`config.mk`:
```
export PLATFORM = sky130hd
export DESIGN_NAME = pipe_if
export DESIGN_NICKNAME = d
export VERILOG_FILES = /design/src/rtl/pipe_if_pkg.sv /design/src/rtl/pipe_if_npc.sv /design/src/rtl/pipe_if.sv
export SDC_FILE = /design/constraint.sdc
export NUM_CORES = 1
export LEC_CHECK = 0
export CAP_MARGIN = 0
export CORE_UTILIZATION = 54
export DETAILED_ROUTE_END_ITERATION = 8
export PLACE_DENSITY_LB_ADDON = 0.1
export SYNTH_ARGS = -nofsm -noshare
export SYNTH_HDL_FRONTEND = slang
export SYNTH_HIERARCHICAL = 1
export SYNTH_SLANG_ARGS = --single-unit
```
`constraint.sdc`:
```
create_clock -name clk -period 8.23 [get_ports clk]
set_clock_uncertainty 0.15 [all_clocks]
set_input_delay 1.646 -clock clk [delete_from_list [all_inputs] [get_ports clk]]
set_output_delay 1.646 -clock clk [all_outputs]
set_load 0.05 [all_outputs]
```
`src/rtl/pipe_if_pkg.sv`:
```
// Shared CPU definitions: PC-source encodings, NOP word, IF state encoding,
// plus the small selection/extension helpers used by next-PC logic.
package cpu_defs;

    localparam logic [1:0]  PCSRC_SEQ = 2'b00;
    localparam logic [1:0]  PCSRC_BR  = 2'b01;
    localparam logic [1:0]  PCSRC_JR  = 2'b10;
    localparam logic [1:0]  PCSRC_J   = 2'b11;

    localparam logic [31:0] INSTR_NOP = 32'h0000_0000;

    typedef enum logic {
        IF_FETCH = 1'b0,
        IF_HOLD  = 1'b1
    } if_state_e;

    // Two-way 32-bit select: sel=0 picks a, sel=1 picks b.
    function automatic logic [31:0] mux2x32(input logic [31:0] a,
                                            input logic [31:0] b,
                                            input logic        sel);
        return sel ? b : a;
    endfunction

    // Sign-extend an 18-bit byte offset (imm<<2) to 32 bits.
    function automatic logic [31:0] sext18(input logic [17:0] v);
        return {{14{v[17]}}, v};
    endfunction

endpackage

```
`src/rtl/pipe_if_npc.sv`:
```
// Next-PC target selection for redirects decoded in ID.
// Branch target is relative to the PC+4 of the redirecting instruction,
// j keeps the upper nibble of that PC+4, jr forces word alignment.
module pipe_if_npc
    import cpu_defs::*;
(
    input  logic [1:0]  pcsource,
    input  logic [31:0] pc4,
    input  logic [17:0] imm18,
    input  logic [27:0] index28,
    input  logic [31:0] rd1,
    output logic [31:0] target
);

    logic [31:0] w_br_target;
    logic [31:0] w_j_target;
    logic [31:0] w_jr_target;
    logic [31:0] w_lo_sel;
    logic [31:0] w_hi_sel;

    assign w_br_target = pc4 + sext18(imm18);
    assign w_j_target  = {pc4[31:28], index28};
    assign w_jr_target = rd1 & 32'hFFFF_FFFC;

    // Two-level mux tree indexed by the pcsource bits:
    // 00 seq, 01 branch, 10 jr, 11 j.
    assign w_lo_sel = mux2x32(pc4, w_br_target, pcsource[0]);
    assign w_hi_sel = mux2x32(w_jr_target, w_j_target, pcsource[0]);
    assign target   = mux2x32(w_lo_sel, w_hi_sel, pcsource[1]);

endmodule

```
`src/rtl/pipe_if.sv`:
```
// Instruction-fetch stage: owns the PC, issues word fetches, holds the IF/ID
// register, and parks a word returned during a stall in a one-entry skid.
module pipe_if
    import cpu_defs::*;
#(
    parameter logic [31:0] RESET_PC = 32'h0000_0000
) (
    input  logic        clk,
    input  logic        rst,
    input  logic        stall,
    input  logic [1:0]  pcsource,
    input  logic [17:0] imm18,
    input  logic [27:0] index28,
    input  logic [31:0] rd1,
    output logic        imem_req,
    output logic [31:0] imem_addr,
    input  logic        imem_valid,
    input  logic [31:0] imem_rdata,
    output logic [31:0] instr,
    output logic [31:0] pc4,
    output logic        instr_valid,
    output logic [31:0] pc
);

    if_state_e   r_state;
    logic [31:0] r_pc;
    logic [31:0] r_instr;
    logic [31:0] r_pc4;
    logic        r_instr_valid;
    logic [31:0] r_skid_instr;
    logic [31:0] r_skid_pc4;

    if_state_e   w_state_next;
    logic [31:0] w_pc_next;
    logic [31:0] w_instr_next;
    logic [31:0] w_pc4_next;
    logic        w_instr_valid_next;
    logic [31:0] w_skid_instr_next;
    logic [31:0] w_skid_pc4_next;

    logic        w_redirect;
    logic [31:0] w_target;
    logic [31:0] w_pc_plus4;

    // Redirect only counts when the instruction in IF/ID is real.
    assign w_redirect = r_instr_valid & (pcsource != PCSRC_SEQ);
    assign w_pc_plus4 = r_pc + 32'd4;

    pipe_if_npc u_npc (
        .pcsource (pcsource),
        .pc4      (r_pc4),
        .imm18    (imm18),
        .index28  (index28),
        .rd1      (rd1),
        .target   (w_target)
    );

    // Next-state and next-register decode; priority stall > redirect > word > wait.
    always_comb begin
        w_state_next       = r_state;
        w_pc_next          = r_pc;
        w_instr_next       = r_instr;
        w_pc4_next         = r_pc4;
        w_instr_valid_next = r_instr_valid;
        w_skid_instr_next  = r_skid_instr;
        w_skid_pc4_next    = r_skid_pc4;

        case (r_state)
            IF_FETCH: begin
                if (stall) begin
                    // A word arriving while ID is frozen is parked; PC stays on
                    // its address until the skid is released.
                    if (imem_valid) begin
                        w_skid_instr_next = imem_rdata;
                        w_skid_pc4_next   = w_pc_plus4;
                        w_state_next      = IF_HOLD;
                    end
                end else if (w_redirect) begin
                    // No delay slot: whatever returns this cycle is wrong-path.
                    w_pc_next          = w_target;
                    w_instr_next       = INSTR_NOP;
                    w_instr_valid_next = 1'b0;
                end else if (imem_valid) begin
                    w_instr_next       = imem_rdata;
                    w_pc4_next         = w_pc_plus4;
                    w_instr_valid_next = 1'b1;
                    w_pc_next          = w_pc_plus4;
                end else begin
                    w_instr_next       = INSTR_NOP;
                    w_instr_valid_next = 1'b0;
                end
            end
            IF_HOLD: begin
                if (!stall) begin
                    w_state_next = IF_FETCH;
                    if (w_redirect) begin
                        w_pc_next          = w_target;
                        w_instr_next       = INSTR_NOP;
                        w_instr_valid_next = 1'b0;
                    end else begin
                        w_instr_next       = r_skid_instr;
                        w_pc4_next         = r_skid_pc4;
                        w_instr_valid_next = 1'b1;
                        w_pc_next          = w_pc_plus4;
                    end
                end
            end
            default: w_state_next = IF_FETCH;
        endcase
    end

    // State, PC, IF/ID and skid registers with synchronous reset.
    always_ff @(posedge clk) begin
        if (rst) begin
            r_state       <= IF_FETCH;
            r_pc          <= RESET_PC;
            r_instr       <= INSTR_NOP;
            r_pc4         <= 32'h0;
            r_instr_valid <= 1'b0;
            r_skid_instr  <= 32'h0;
            r_skid_pc4    <= 32'h0;
        end else begin
            r_state       <= w_state_next;
            r_pc          <= w_pc_next;
            r_instr       <= w_instr_next;
            r_pc4         <= w_pc4_next;
            r_instr_valid <= w_instr_valid_next;
            r_skid_instr  <= w_skid_instr_next;
            r_skid_pc4    <= w_skid_pc4_next;
        end
    end

    assign imem_req    = (r_state == IF_FETCH);
    assign imem_addr   = r_pc;
    assign pc          = r_pc;
    assign instr       = r_instr;
    assign pc4         = r_pc4;
    assign instr_valid = r_instr_valid;

endmodule

```
Yosys cells after proc, flatten, opt, wreduce, memory -nomap -nowiden
Index checks and enable logic that the tools add are counted.
- bitwise logic cells: 2
- reduce and logical (&&, ||, !) cells: 5
- add/sub/neg operators: 2
- muxes and demuxes: 29
- equal/unequal tests: 6
- operators with widths (kind ; number):
    two-way mux 32 bit ; 17
    one-hot mux 32 bit (2 select lines) ; 3
    adder 32 x 3 -> 32 bit (second input constant) ; 1
    adder 32 bit ; 1
    inequality test 2 bit (second input constant) ; 4
    two-way mux 1 bit ; 7
    AND reduction 3 bit ; 2
    AND reduction 5 bit ; 1
    one-hot mux 1 bit (2 select lines) ; 2
    inequality test 3 x 1 -> 1 bit (second input constant) ; 1
    inequality test 2 x 1 -> 1 bit (second input constant) ; 1
    AND reduction 2 bit ; 1
    nonzero test 2 bit ; 1
    bitwise AND 1 bit ; 1
    inverter 1 bit ; 1
- logic and storage cells: 51
- register bits: 162
- output and inout bits: 130

Depth between registers and ports, before layout
- depth after elaboration: 6
- depth in mapped cells: 13
- gate-level depth less buffers: 13

Cells and area by module
Netlist, hierarchy kept.
- by module, submodules not included (module ; instances ; area each (um^2) ; cells an instance):
    pipe_if ; 1 ; 7478.4 ; 925
    pipe_if_npc ; 1 ; 2502.4 ; 303

Least setup slack after synthesis
OpenSTA, ideal clock, no wires.
- path kind: input port to flip-flop
- from: input port imm18[0]
- to: register r_pc[26], in the netlist imem_addr[26]
- required time: 7.948 ns
- stages: 13
- arrival: 4.559 ns
- buffers on the path: 0
- path slack: 3.389 ns
- cell sequence: ha_1 fa_1 a21o_1 a22o_4 o41ai_4 a211oi_2 nor4b_4 o31ai_1 xor2_1 mux4_2 nand2_1 o31a_1 o32ai_1
- cells in the longest elaborated chain, start to end: 6
- ends and longest elaborated chain (item ; line ; RTL):
    start: declaration ; pipe_if.sv:12 ; input logic [17:0] imm18,
    adder 32 bit (*) ; pipe_if_npc.sv:21 ; assign w_br_target = pc4 + sext18(imm18);
    two-way mux 32 bit (*) (2 in a row) ; pipe_if_pkg.sv:21 ; return sel ? b : a;
    net w_target[26] ; pipe_if.sv:42 ; logic [31:0] w_target;
    two-way mux 32 bit (on tied branches) ; pipe_if.sv:96, pipe_if.sv:78 ;
    two-way mux 32 bit (on tied branches) ; pipe_if.sv:94, pipe_if.sv:70 ;
    one-hot mux 32 bit (2 select lines) (*) ; pipe_if.sv:68 ; case (r_state)
    end signal: assignment ; pipe_if.sv:124 ; r_pc <= w_pc_next;
    end: declaration ; pipe_if.sv:26 ; logic [31:0] r_pc;
Mark *: on every way through the listed nets, which the timed path passes. The rest lies on a longest branch. The select of a mux whose other input is x is not followed.
A chain may end at the register's enable or synchronous reset.

Worst setup path after layout
Same ends and word-level chain as after synthesis.

==> flow_metrics.tcl <==
set metrics [dict create \
    synth_fp_nets 1377 \
    netSwitchingFraction_pct 32.0 \
    drive_gt1_share_pct 7.87 \
    yosys_warnings 6 \
    clock_path_buffers 2 \
    drt_first_iter_violations 869 \
    wirelength_um 32100 \
    drt_drc_violations_left 0 \
    fin_nets 1521 \
    die_x_um 138 \
    slew_headroom_pct 28.6 \
    status "completed" \
    cts_root_buf "clkbuf_16" \
    clk_pin_slew_worst_paths_ns 0.07 \
    path_max_fanout 6 \
    crit_required_ns 8.37 \
    fin_crit_sh_pct 63.6 \
    vias 10200 \
    port-buffer-count 243 \
    irDropWorstVdd_v 0.000156 \
    powerDensity_nw_per_um2 165 \
    drv_slew 0 \
    wl_per_cell_um 19.9 \
    cts.sink_count 162 \
    synth_cells 1228 \
    fmax_mhz 191 \
    yosysSeqAreaShare_pct 32.5 \
    min_path_type "reg2reg" \
    initial_utilization_pct 55.4 \
    fin_total_pwr_mw 2.11 \
    synth-edff-count 0 \
    criticalPathCategory "in2reg" \
    rsz0062_at_grt "no" \
    power_frac_clock_pct 36.8 \
    finalHoldViolCount 0 \
    grt_max_degree 79 \
    async_reset_ff_share_pct 0 \
    cts_tree "built" \
    cts_repair_resize_count 0 \
    crit_path_start_kind "primary input" \
    ff_latch_area_um2 3240 \
    grt_pass1_wl_um 48400 \
    ys.flop_type "dfxtp_1" \
    syn_to_final_growth_pct 27.6 \
    p_sw_mw 0.673 \
    dp_hpwl_um 22600 \
    grt_pass1_vias 8757 \
    cp-end-kind "flop" \
    fill_cells 1462 \
    seqPwrFrac_pct 40.6 \
    overflow 0 \
    multi_input_area_um2 6030 \
    setup_tns_ns 0 \
    cts_made_buffers 17 \
    netlist_area_um2 9980 \
    dieHeight_um 138 \
    antenna_found_initial 0 \
    p_comb_share_pct 22.6 \
    fin_crit_ns 5.23 \
    internal_power_mw 1.43 \
    gp_congestion 0.938 \
    cts_hold_buf 0 \
    drtAntennaViolNets 0 \
    finalSetupViolations 0 \
    dr.pass1.iters 5 \
    n_antenna_cell 0 \
    crit_arrival_ns 5.37 \
    final_core_util_pct 70.7 \
    leakage_nw 4.74 \
    synth.avg_cell_area_um2 8.13 \
    rows 49 \
    routed_via_density 6.33 \
    coreArea_um2 18000 \
    worst-slew-pin-transition_ns 1.06 \
    track_usage_pct 33.3 \
    cts_setup_buffers 0 \
    maxCapViolCount 0 \
    htreeDepth 4 \
    pin_count 246 \
    synth-seq-cells 162 \
    ys_types 74 \
    clock_latency_ns 0.43 \
    die-area_um2 19000 \
]
-- placed cells by master (no fill, tap or decap), types with 9 or more instances in the layout --
cell type	n
nor3_1	58
xnor2_1	32
a221oi_1	34
nand2_1	137
a21oi_1	107
nand3_1	38
xor2_1	17
buf_4	17
and3_1	15
nor2_1	116
a31oi_1	23
ha_1	32
mux2i_1	9
clkdlybuf4s50_1	241
a211oi_1	18
dfxtp_1	162
mux4_2	23
a21o_1	25
inv_1	16
and4_1	10
o21ai_0	43
nand4_1	20
clkbuf_16	17
-- synthesized netlist by cell type (5+ instances only) --
master | number | area share (%)
clkbuf_1 | 70 | 2.6
and4_1 | 10 | 0.88
ha_1 | 32 | 4.0
o32ai_1 | 5 | 0.44
xnor2_1 | 32 | 2.8
nor2b_1 | 5 | 0.31
nor3_1 | 59 | 3.0
nand2_1 | 137 | 5.2
o31ai_1 | 8 | 0.60
mux4_2 | 23 | 5.2
a22oi_1 | 8 | 0.60
nand2b_1 | 6 | 0.38
a31oi_1 | 23 | 1.4
nand3_1 | 39 | 2.0
mux2_2 | 7 | 0.79
or3_1 | 8 | 0.50
a221oi_1 | 34 | 3.0
o211ai_1 | 6 | 0.45
o22ai_1 | 7 | 0.44
nor2_1 | 117 | 4.4
o21ai_1 | 8 | 0.40
dfxtp_1 | 162 | 32
buf_1 | 11 | 0.41
a211oi_1 | 18 | 1.4
and3_1 | 16 | 1.0
mux2i_1 | 9 | 0.90
nand4_1 | 20 | 1.3
a22o_1 | 5 | 0.44
o31a_1 | 8 | 0.70
a21oi_1 | 107 | 5.4
a21o_1 | 25 | 1.9
xor2_1 | 17 | 1.5
buf_4 | 35 | 2.6
o21ai_0 | 43 | 2.2
o21bai_1 | 7 | 0.53
a31o_2 | 5 | 0.44
buf_2 | 17 | 0.85
inv_1 | 16 | 0.60
-- cell type report --
type | count | area share, %
Multi-Input combinational cell | 915 | 47.3
Sequential cell | 162 | 25.5
Timing Repair Buffer | 259 | 20.0
Clock buffer | 17 | 3.34
Tap cell | 229 | 2.25
Clock inverter | 15 | 1.13
Inverter | 17 | 0.501
-- path summary, 6_finish.rpt --
path	cells after the start	startpoint	to	slack, ns
setup / recovery	14	imm18[0]	imem_addr[26]	3.00
hold / removal	2	r_skid_instr[16]	r_skid_instr[16]	0.30
setup reg to reg	13	pc4[0]	imem_addr[26]	4.29
hold reg to reg	2	r_skid_instr[16]	r_skid_instr[16]	0.30
-- sequential cells by signal, indices dropped and copies added (netlist names) --
signal        cells
instr            32
imem_addr        32
r_skid_pc4       32
r_state           1
pc4              32
instr_valid       1
r_skid_instr     32
-- through the flow --
step | hold slack, ns | setup WS [ns] | instance area [um2] | instances
3_5_place_dp | 0.296 | 2.57 | 12200 | 1582
5_1_grt | 0.324 | 2.93 | 12700 | 1614
3_3_place_gp | 0.291 | 2.58 | 12200 | 1582
6_report | 0.305 | 3.00 | 12700 | 1614
4_1_cts | 0.305 | 3.01 | 12700 | 1614
2_1_floorplan | 0.286 | 3.39 | 9980 | 1228
-- logic make-up (layout without fill, tap and decap cells) --
kind of cell    Yosys count  in the layout  share of synthesized area [%]
mux                      39             39                           6.88
simple gates            448            448                           21.7
xor+xnor                 49             49                           4.30
flops                   162            162                           32.5
buf+inv                 151            308                           7.28
fa+ha+maj                33             33                           4.21
compound gates          346            346                           23.1
-- layer usage --
layer	GRT usage, %	vias to the layer above	share of wire, %
met1	48.2	4825	43
li1	-	4776	-
met5	0	-	0
met2	47.4	575	43
met3	10.5	38	12
met4	8.70	0	1.6
-- critical path, cell delays in order --
cell and delay, ns:
clkdlybuf4s50_1 0.41, ha_1 0.23, fa_1 0.40, a21o_1 0.21, a22o_4 0.26, o41ai_4 0.50, a211oi_2 0.17, nor4b_4 0.40
o31ai_1 0.15, xor2_1 0.17, mux4_2 0.53, nand2_1 0.09, o31a_1 0.13, o32ai_1 0.07
-- power by group through the flow --
stage,Clock [mW],Combinational [mW],Sequential (mW)
4_1_cts,0.780,0.469,0.854
2_1_floorplan,0,0.237,0.929
6_report,0.776,0.475,0.855
3_5_place_dp,0,0.466,0.871
5_1_grt,0.815,0.503,0.860
3_3_place_gp,0,0.462,0.870
No activity file was read; power rests on OpenSTA's default activity.
